### src/rtl/sram_arb_pkg.sv
// Shared encodings for the SRAM-like two-master arbiter.
// Consumed by sram_arb_grant and by the sram_like_arbiter top.
package sram_arb_pkg;

    typedef enum logic [1:0] {
        S_IDLE = 2'd0,
        S_REQ  = 2'd1,
        S_DATA = 2'd2
    } state_e;

    localparam logic OWN_INST = 1'b0;
    localparam logic OWN_DATA = 1'b1;

    localparam logic [1:0] SZ_BYTE = 2'd0;
    localparam logic [1:0] SZ_HALF = 2'd1;
    localparam logic [1:0] SZ_WORD = 2'd2;

endpackage

### src/rtl/sram_arb_grant.sv
// Combinational grant selection between the inst and data masters.
// Build option SRAM_ARB_ROUND_ROBIN_EN: on a tie, the master not granted last wins.
module sram_arb_grant
    import sram_arb_pkg::*;
(
    input  logic inst_req_i,
    input  logic data_req_i,
    input  logic last_grant_i,
    output logic grant_valid_o,
    output logic grant_owner_o
);

    assign grant_valid_o = inst_req_i | data_req_i;

`ifdef SRAM_ARB_ROUND_ROBIN_EN
    always_comb begin
        if (inst_req_i && data_req_i) begin
            grant_owner_o = (last_grant_i == OWN_INST) ? OWN_DATA : OWN_INST;
        end else if (data_req_i) begin
            grant_owner_o = OWN_DATA;
        end else begin
            grant_owner_o = OWN_INST;
        end
    end
`else
    // Fixed priority: history is irrelevant here.
    logic unused_last_grant;
    assign unused_last_grant = last_grant_i;
    assign grant_owner_o     = data_req_i ? OWN_DATA : OWN_INST;
`endif

endmodule

### src/rtl/sram_like_arbiter.sv
// Merges the inst and data SRAM-like ports onto one downstream port, one transaction at a time.
// Build option SRAM_ARB_ROUND_ROBIN_EN selects round-robin tie-breaking (default: data wins).
module sram_like_arbiter
    import sram_arb_pkg::*;
#(
    parameter int ADDR_W = 32,
    parameter int DATA_W = 32
) (
    input  logic              clk_i,
    input  logic              rst_i,

    input  logic              inst_req_i,
    input  logic              inst_wr_i,
    input  logic [1:0]        inst_size_i,
    input  logic [ADDR_W-1:0] inst_addr_i,
    input  logic [DATA_W-1:0] inst_wdata_i,
    output logic              inst_addr_ok_o,
    output logic              inst_data_ok_o,
    output logic [DATA_W-1:0] inst_rdata_o,

    input  logic              data_req_i,
    input  logic              data_wr_i,
    input  logic [1:0]        data_size_i,
    input  logic [ADDR_W-1:0] data_addr_i,
    input  logic [DATA_W-1:0] data_wdata_i,
    output logic              data_addr_ok_o,
    output logic              data_data_ok_o,
    output logic [DATA_W-1:0] data_rdata_o,

    output logic              bus_req_o,
    output logic              bus_wr_o,
    output logic [1:0]        bus_size_o,
    output logic [ADDR_W-1:0] bus_addr_o,
    output logic [DATA_W-1:0] bus_wdata_o,
    input  logic              bus_addr_ok_i,
    input  logic              bus_data_ok_i,
    input  logic [DATA_W-1:0] bus_rdata_i
);

    state_e              state_q, state_d;
    logic                owner_q, owner_d;
    logic                bus_req_q, bus_req_d;
    logic                bus_wr_q, bus_wr_d;
    logic [1:0]          bus_size_q, bus_size_d;
    logic [ADDR_W-1:0]   bus_addr_q, bus_addr_d;
    logic [DATA_W-1:0]   bus_wdata_q, bus_wdata_d;

    logic                grant_valid;
    logic                grant_owner;
    logic                last_grant;

    logic                sel_wr;
    logic [1:0]          sel_size;
    logic [ADDR_W-1:0]   sel_addr;
    logic [DATA_W-1:0]   sel_wdata;

`ifdef SRAM_ARB_ROUND_ROBIN_EN
    logic last_grant_q, last_grant_d;
    assign last_grant = last_grant_q;
`else
    assign last_grant = OWN_INST;
`endif

    sram_arb_grant u_grant (
        .inst_req_i    (inst_req_i),
        .data_req_i    (data_req_i),
        .last_grant_i  (last_grant),
        .grant_valid_o (grant_valid),
        .grant_owner_o (grant_owner)
    );

    always_comb begin
        if (grant_owner == OWN_DATA) begin
            sel_wr    = data_wr_i;
            sel_size  = data_size_i;
            sel_addr  = data_addr_i;
            sel_wdata = data_wdata_i;
        end else begin
            sel_wr    = inst_wr_i;
            sel_size  = inst_size_i;
            sel_addr  = inst_addr_i;
            sel_wdata = inst_wdata_i;
        end
    end

    // Request fields are captured only at grant, so master-side changes cannot disturb REQ.
    always_comb begin
        state_d     = state_q;
        owner_d     = owner_q;
        bus_req_d   = bus_req_q;
        bus_wr_d    = bus_wr_q;
        bus_size_d  = bus_size_q;
        bus_addr_d  = bus_addr_q;
        bus_wdata_d = bus_wdata_q;
`ifdef SRAM_ARB_ROUND_ROBIN_EN
        last_grant_d = last_grant_q;
`endif
        unique case (state_q)
            S_IDLE: begin
                if (grant_valid) begin
                    state_d     = S_REQ;
                    owner_d     = grant_owner;
                    bus_req_d   = 1'b1;
                    bus_wr_d    = sel_wr;
                    bus_size_d  = sel_size;
                    bus_addr_d  = sel_addr;
                    bus_wdata_d = sel_wdata;
`ifdef SRAM_ARB_ROUND_ROBIN_EN
                    last_grant_d = grant_owner;
`endif
                end
            end
            S_REQ: begin
                if (bus_addr_ok_i) begin
                    state_d   = S_DATA;
                    bus_req_d = 1'b0;
                end
            end
            S_DATA: begin
                if (bus_data_ok_i) begin
                    state_d = S_IDLE;
                end
            end
            default: begin
                state_d   = S_IDLE;
                bus_req_d = 1'b0;
            end
        endcase
    end

    always_ff @(posedge clk_i or posedge rst_i) begin
        if (rst_i) begin
            state_q     <= S_IDLE;
            owner_q     <= OWN_INST;
            bus_req_q   <= 1'b0;
            bus_wr_q    <= 1'b0;
            bus_size_q  <= SZ_BYTE;
            bus_addr_q  <= '0;
            bus_wdata_q <= '0;
`ifdef SRAM_ARB_ROUND_ROBIN_EN
            last_grant_q <= OWN_INST;
`endif
        end else begin
            state_q     <= state_d;
            owner_q     <= owner_d;
            bus_req_q   <= bus_req_d;
            bus_wr_q    <= bus_wr_d;
            bus_size_q  <= bus_size_d;
            bus_addr_q  <= bus_addr_d;
            bus_wdata_q <= bus_wdata_d;
`ifdef SRAM_ARB_ROUND_ROBIN_EN
            last_grant_q <= last_grant_d;
`endif
        end
    end

    // Slave handshakes are honoured only in their own state and routed to the owner alone.
    logic addr_ok_fire;
    logic data_ok_fire;

    assign addr_ok_fire = (state_q == S_REQ)  && bus_addr_ok_i;
    assign data_ok_fire = (state_q == S_DATA) && bus_data_ok_i;

    assign inst_addr_ok_o = addr_ok_fire && (owner_q == OWN_INST);
    assign data_addr_ok_o = addr_ok_fire && (owner_q == OWN_DATA);
    assign inst_data_ok_o = data_ok_fire && (owner_q == OWN_INST);
    assign data_data_ok_o = data_ok_fire && (owner_q == OWN_DATA);

    assign inst_rdata_o = bus_rdata_i;
    assign data_rdata_o = bus_rdata_i;

    assign bus_req_o   = bus_req_q;
    assign bus_wr_o    = bus_wr_q;
    assign bus_size_o  = bus_size_q;
    assign bus_addr_o  = bus_addr_q;
    assign bus_wdata_o = bus_wdata_q;

endmodule
### config.mk
export PLATFORM = sky130hd
export DESIGN_NAME = sram_like_arbiter
export DESIGN_NICKNAME = d
export VERILOG_FILES = /design/src/rtl/sram_arb_pkg.sv /design/src/rtl/sram_arb_grant.sv /design/src/rtl/sram_like_arbiter.sv
export SDC_FILE = /design/constraint.sdc
export NUM_CORES = 1
export LEC_CHECK = 0
export ABC_AREA = 1
export BUFFER_PORTS_ARGS = -buffer_cell sky130_fd_sc_hd__buf_4
export CAP_MARGIN = 20
export CORE_AREA = 4 4 116 118
export CTS_BUF_LIST = sky130_fd_sc_hd__clkbuf_2 sky130_fd_sc_hd__clkbuf_4 sky130_fd_sc_hd__clkbuf_8
export DETAILED_ROUTE_END_ITERATION = 16
export DIE_AREA = 0 0 120 122
export GPL_TIMING_DRIVEN = 0
export PLACE_DENSITY = 0.68
export SLEW_MARGIN = 5
export SYNTH_ARGS = -nofsm -noshare
export SYNTH_HDL_FRONTEND = slang
export SYNTH_HIERARCHICAL = 1
export SYNTH_SLANG_ARGS = --single-unit
### constraint.sdc
create_clock -name clk_i -period 2.6 [get_ports clk_i]
set_input_delay 0.65 -clock clk_i [delete_from_list [all_inputs] [get_ports clk_i]]
set_output_delay 0.65 -clock clk_i [all_outputs]
set_load 0.01 [all_outputs]
### After elaboration in Yosys (flattened, before gate mapping)

Cells that the tools add are included.

* bits of input ports: 172
* word-level logic and storage cells: 37
* output and inout port bits: 136
* flip-flop bits (word level): 71

* bitwise gates (word level): 3
* reduce and logical (&&, ||, !) cells: 10
* mux-type cells: 12
* eq/ne operators: 5

Operators with widths (count)
* 32-bit two-way mux: 2
* 2-bit two-way mux: 4
* 1-bit logical AND: 6
* 2-bit inequality test, second input constant: 3
* 2-bit case mux with 3 select lines: 1
* 3-bit AND reduction: 2
* 1-bit two-way mux: 4
* 1-bit case mux with 3 select lines: 1
* 2-bit by 1-bit == test with 1-bit output, second input constant: 1
* 2-bit == test, second input constant: 1
* 2-bit zero test: 1
* 1-bit inverter: 2
* 2-bit AND reduction: 1
* 1-bit OR: 1

### Logic depth before layout (Yosys ltp)

* depth after elaboration: 3
* depth in mapped cells: 9
* gate-level depth less buffers: 7

### Modules after synthesis

Netlist, hierarchy kept.

By module, submodules not included
* sram_like_arbiter: sequential area each 1776.7 µm², times used 1, cells each 590, area each 4051.4 µm²
* sram_arb_grant: sequential area each 0.0 µm², times used 1, cells each 4, area each 18.8 µm²

### Worst setup path before layout

Ideal clock, no wire load.

* path kind: input-to-output
* start point: input bus_addr_ok_i
* end point: output data_addr_ok_o
* stages: 2
* data required time: 1.950 ns
* arrival: 0.922 ns
* path buffers: 0
* setup slack: 1.028 ns
* cell sequence: nand3_1 nor2_1

* cells in the longest elaborated chain, start to end: 2

Ends and longest elaborated chain
* start: declaration: RTL line sram_like_arbiter.sv:35 `input logic bus_addr_ok_i,`
* 1-bit logical AND: RTL line sram_like_arbiter.sv:161 `assign addr_ok_fire = (state_q == S_REQ) && bus_addr_ok_i;`
* 1-bit logical AND: RTL line sram_like_arbiter.sv:165 `assign data_addr_ok_o = addr_ok_fire && (owner_q == OWN_DATA);`
* end: declaration: RTL line sram_like_arbiter.sv:26 `output logic data_addr_ok_o,`

Every way passes these cells.

### Final worst setup path

* start point: register state_q[1]
* end point: output data_addr_ok_o

* cells in the longest elaborated chain, start to end: 3

Ends and longest elaborated chain
* start: declaration: RTL line sram_like_arbiter.sv:40 `state_e state_q, state_d;`
* start signal: assignment: RTL line sram_like_arbiter.sv:144 `state_q <= state_d;`
* 2-bit by 1-bit == test with 1-bit output: RTL line sram_like_arbiter.sv:161
* 1-bit logical AND: RTL line sram_like_arbiter.sv:161
* 1-bit logical AND: RTL line sram_like_arbiter.sv:165

Every way passes these cells.

==> reports/metrics.csv <==
metric,value,unit
Max Cap Viol,0,
"number of placed instances, taps included",1041,
start point of the critical path,state_q[1],
"Avg Cell Area, Syn",6.857,sq um
kind of path behind the tightest hold check,in2async,
Vias/cell,4.172,
Post-DRT Antenna Nets,0,
setup slack on the worst flop-to-flop path,1.20,ns
Max clock buf depth,2,
most frequent standard cell in the layout excluding fill and tap cells,nand2_1,
worst setup path endpoint,data_addr_ok_o,
yosys warns,6,
worst relative slew slack,67.46,%
total global routing track utilization,18.82,%
via count of the first global-routing pass,4417,
GRT Residual Overflow,0,
transition time at the pin with the least slew margin,0.4881,ns
logic depth of the worst register-to-register path,7,
"commonest non-fill, non-tap cells in the layout","nand2_1 (408), buf_4 (344), dfrtp_1 (71)",
number of design rule violations left after detail routing,0,
wire per inst,13.38,microns
total clock buffers created by CTS,9,
RR Startpoint,state_q[0],
power density over the cells,834.5,nW/um^2
startpoint type of the worst setup path,flop,
I/O Pins,308,
clock-pin slew reported for the worst setup and hold paths after clock tree synthesis,0.07,ns
Die X-Extent,120,microns
Port Buffers,275,
Die Outline Area,14640,sq um
gpl congestion,0.8110,
clock tree from TritonCTS,yes,
"Min Clock Period, post-route",1.874,ns
count of standard-cell rows,41,
Netlist Area Pre-Place,4066,sq um
length of the first detailed-routing pass in iterations,4,
total detailed-routing wirelength,14120,microns
cell area after layout,6540,sq um
Post-Synthesis Cells,593,
required time reported for the critical path endpoint,1.95,ns
final critical-path share of the clock period,72.06,%
largest driver fanout on the critical path,4,
share of post-route cells with drive strength above 1,43.60,%
Final Hold Fails,0,
Area growth syn-to-layout,60.83,%
crit end category,output pin,
"Power, Total",5458,uW
fmax,533.7,MHz
maximum VDD drop,0.3511,mV
antenna violations before repair,1,
Placed Area,6369,sq um
hold buffer count at CTS,0,
Pleak,0.003997,uW
maximum number of pins on one net before global-route repair,38,
clock latency of the later-clocked register in the worst-skew pair,0.34,ns
Ant. Diodes,0,
root buffer cell,clkbuf_8,
total count of max-transition violations in the final report,0,
critical path class,reg2out,
number of H-tree levels,3,
initial core utilization,32.62,%
Final setup viols,0,
floorplan die height,122,microns
Post CTS Setup Buffer Count,0,
post-cts resize count,0,
run status,"complete, no violations",
number of DRC violations after detailed-routing iteration 0,192,
"Cell Count, Final, Fillers Out",1055,
arrival time of data at the critical path endpoint,1.22,ns
NumNets Final,1052,
Clock Skew,0.007674,ns
number of clock sinks,71,
DP HPWL,11320,microns
terminus of the critical flop-to-flop path,bus_wdata_o[12],
setup repair after global routing missed its margin,false,
total number of vias,4401,
Placeable Area,12470,sq um
first-pass GRT wire length,21870,microns
synthesized net count,765,
[worst min-delay path by stage]
| stage | from | to | slack, ns | cells after the start |
|---|---|---|---|---|
| 6_report | rst_i | bus_addr_o[10] | 0.33 | 2 |
| 5_1_grt | rst_i | bus_addr_o[10] | 0.35 | 2 |
| 4_1_cts | rst_i | bus_addr_o[10] | 0.35 | 2 |
| 3_5_place_dp | bus_wdata_o[6] | bus_wdata_o[6] | 0.47 | 2 |
| 3_3_place_gp | bus_req_o | bus_req_o | 0.46 | 2 |
| 2_1_floorplan | owner_q | owner_q | 0.50 | 2 |
[registers in the layout, indices dropped and copies added (netlist names)]
name         count
bus_req_o        1
bus_wdata_o     32
state_q          2
owner_q          1
bus_addr_o      32
bus_wr_o         1
bus_size_o       2
[where the power goes]
part / internal (uW) / switching (uW)
logic: 1300 / 1430
registers: 1630 / 290
clock network: 409 / 391
total: 3340 / 2120
[per-layer routing]
metal	vias up	wire, microns	track usage [%]
met5	-	14	0
met2	196	6802	32.28
met4	2	202	4.724
met3	17	1431	7.149
met1	1911	5667	22.30
li1	2275	-	-
[area by class of cell]
class / count / area, sq um
inverter: 9 / 36.28
clock inverter: 1 / 5.005
fill: 1289 / 5926
sequential: 71 / 1777
multi-input combinational: 419 / 1594
timing repair buffer: 276 / 2085
clock buffer: 13 / 166.4
tap: 172 / 215.2
buffer: 94 / 661.9
[stage by stage]
step | setup slack, ns | setup TNS (ns) | hold WS [ns] | utilization (%)
after floorplan | 0.1534 | 0 | 0.5027 | -
after global placement | -0.8307 | -58.67 | 0.4577 | 50.91
after detailed placement | 0.7184 | 0 | 0.4657 | 51.09
after CTS | 0.6850 | 0 | 0.3455 | 52.46
after global routing | 0.6084 | 0 | 0.3545 | 52.46
final | 0.7264 | 0 | 0.3330 | 52.46
[critical path, stage by stage, from the launching register on]
cell and delay [ns]:
dfrtp_1 0.41, inv_2 0.09, nand3_1 0.11, nor2_1 0.13, buf_4 0.15
No activity file was read; power rests on OpenSTA's default activity.
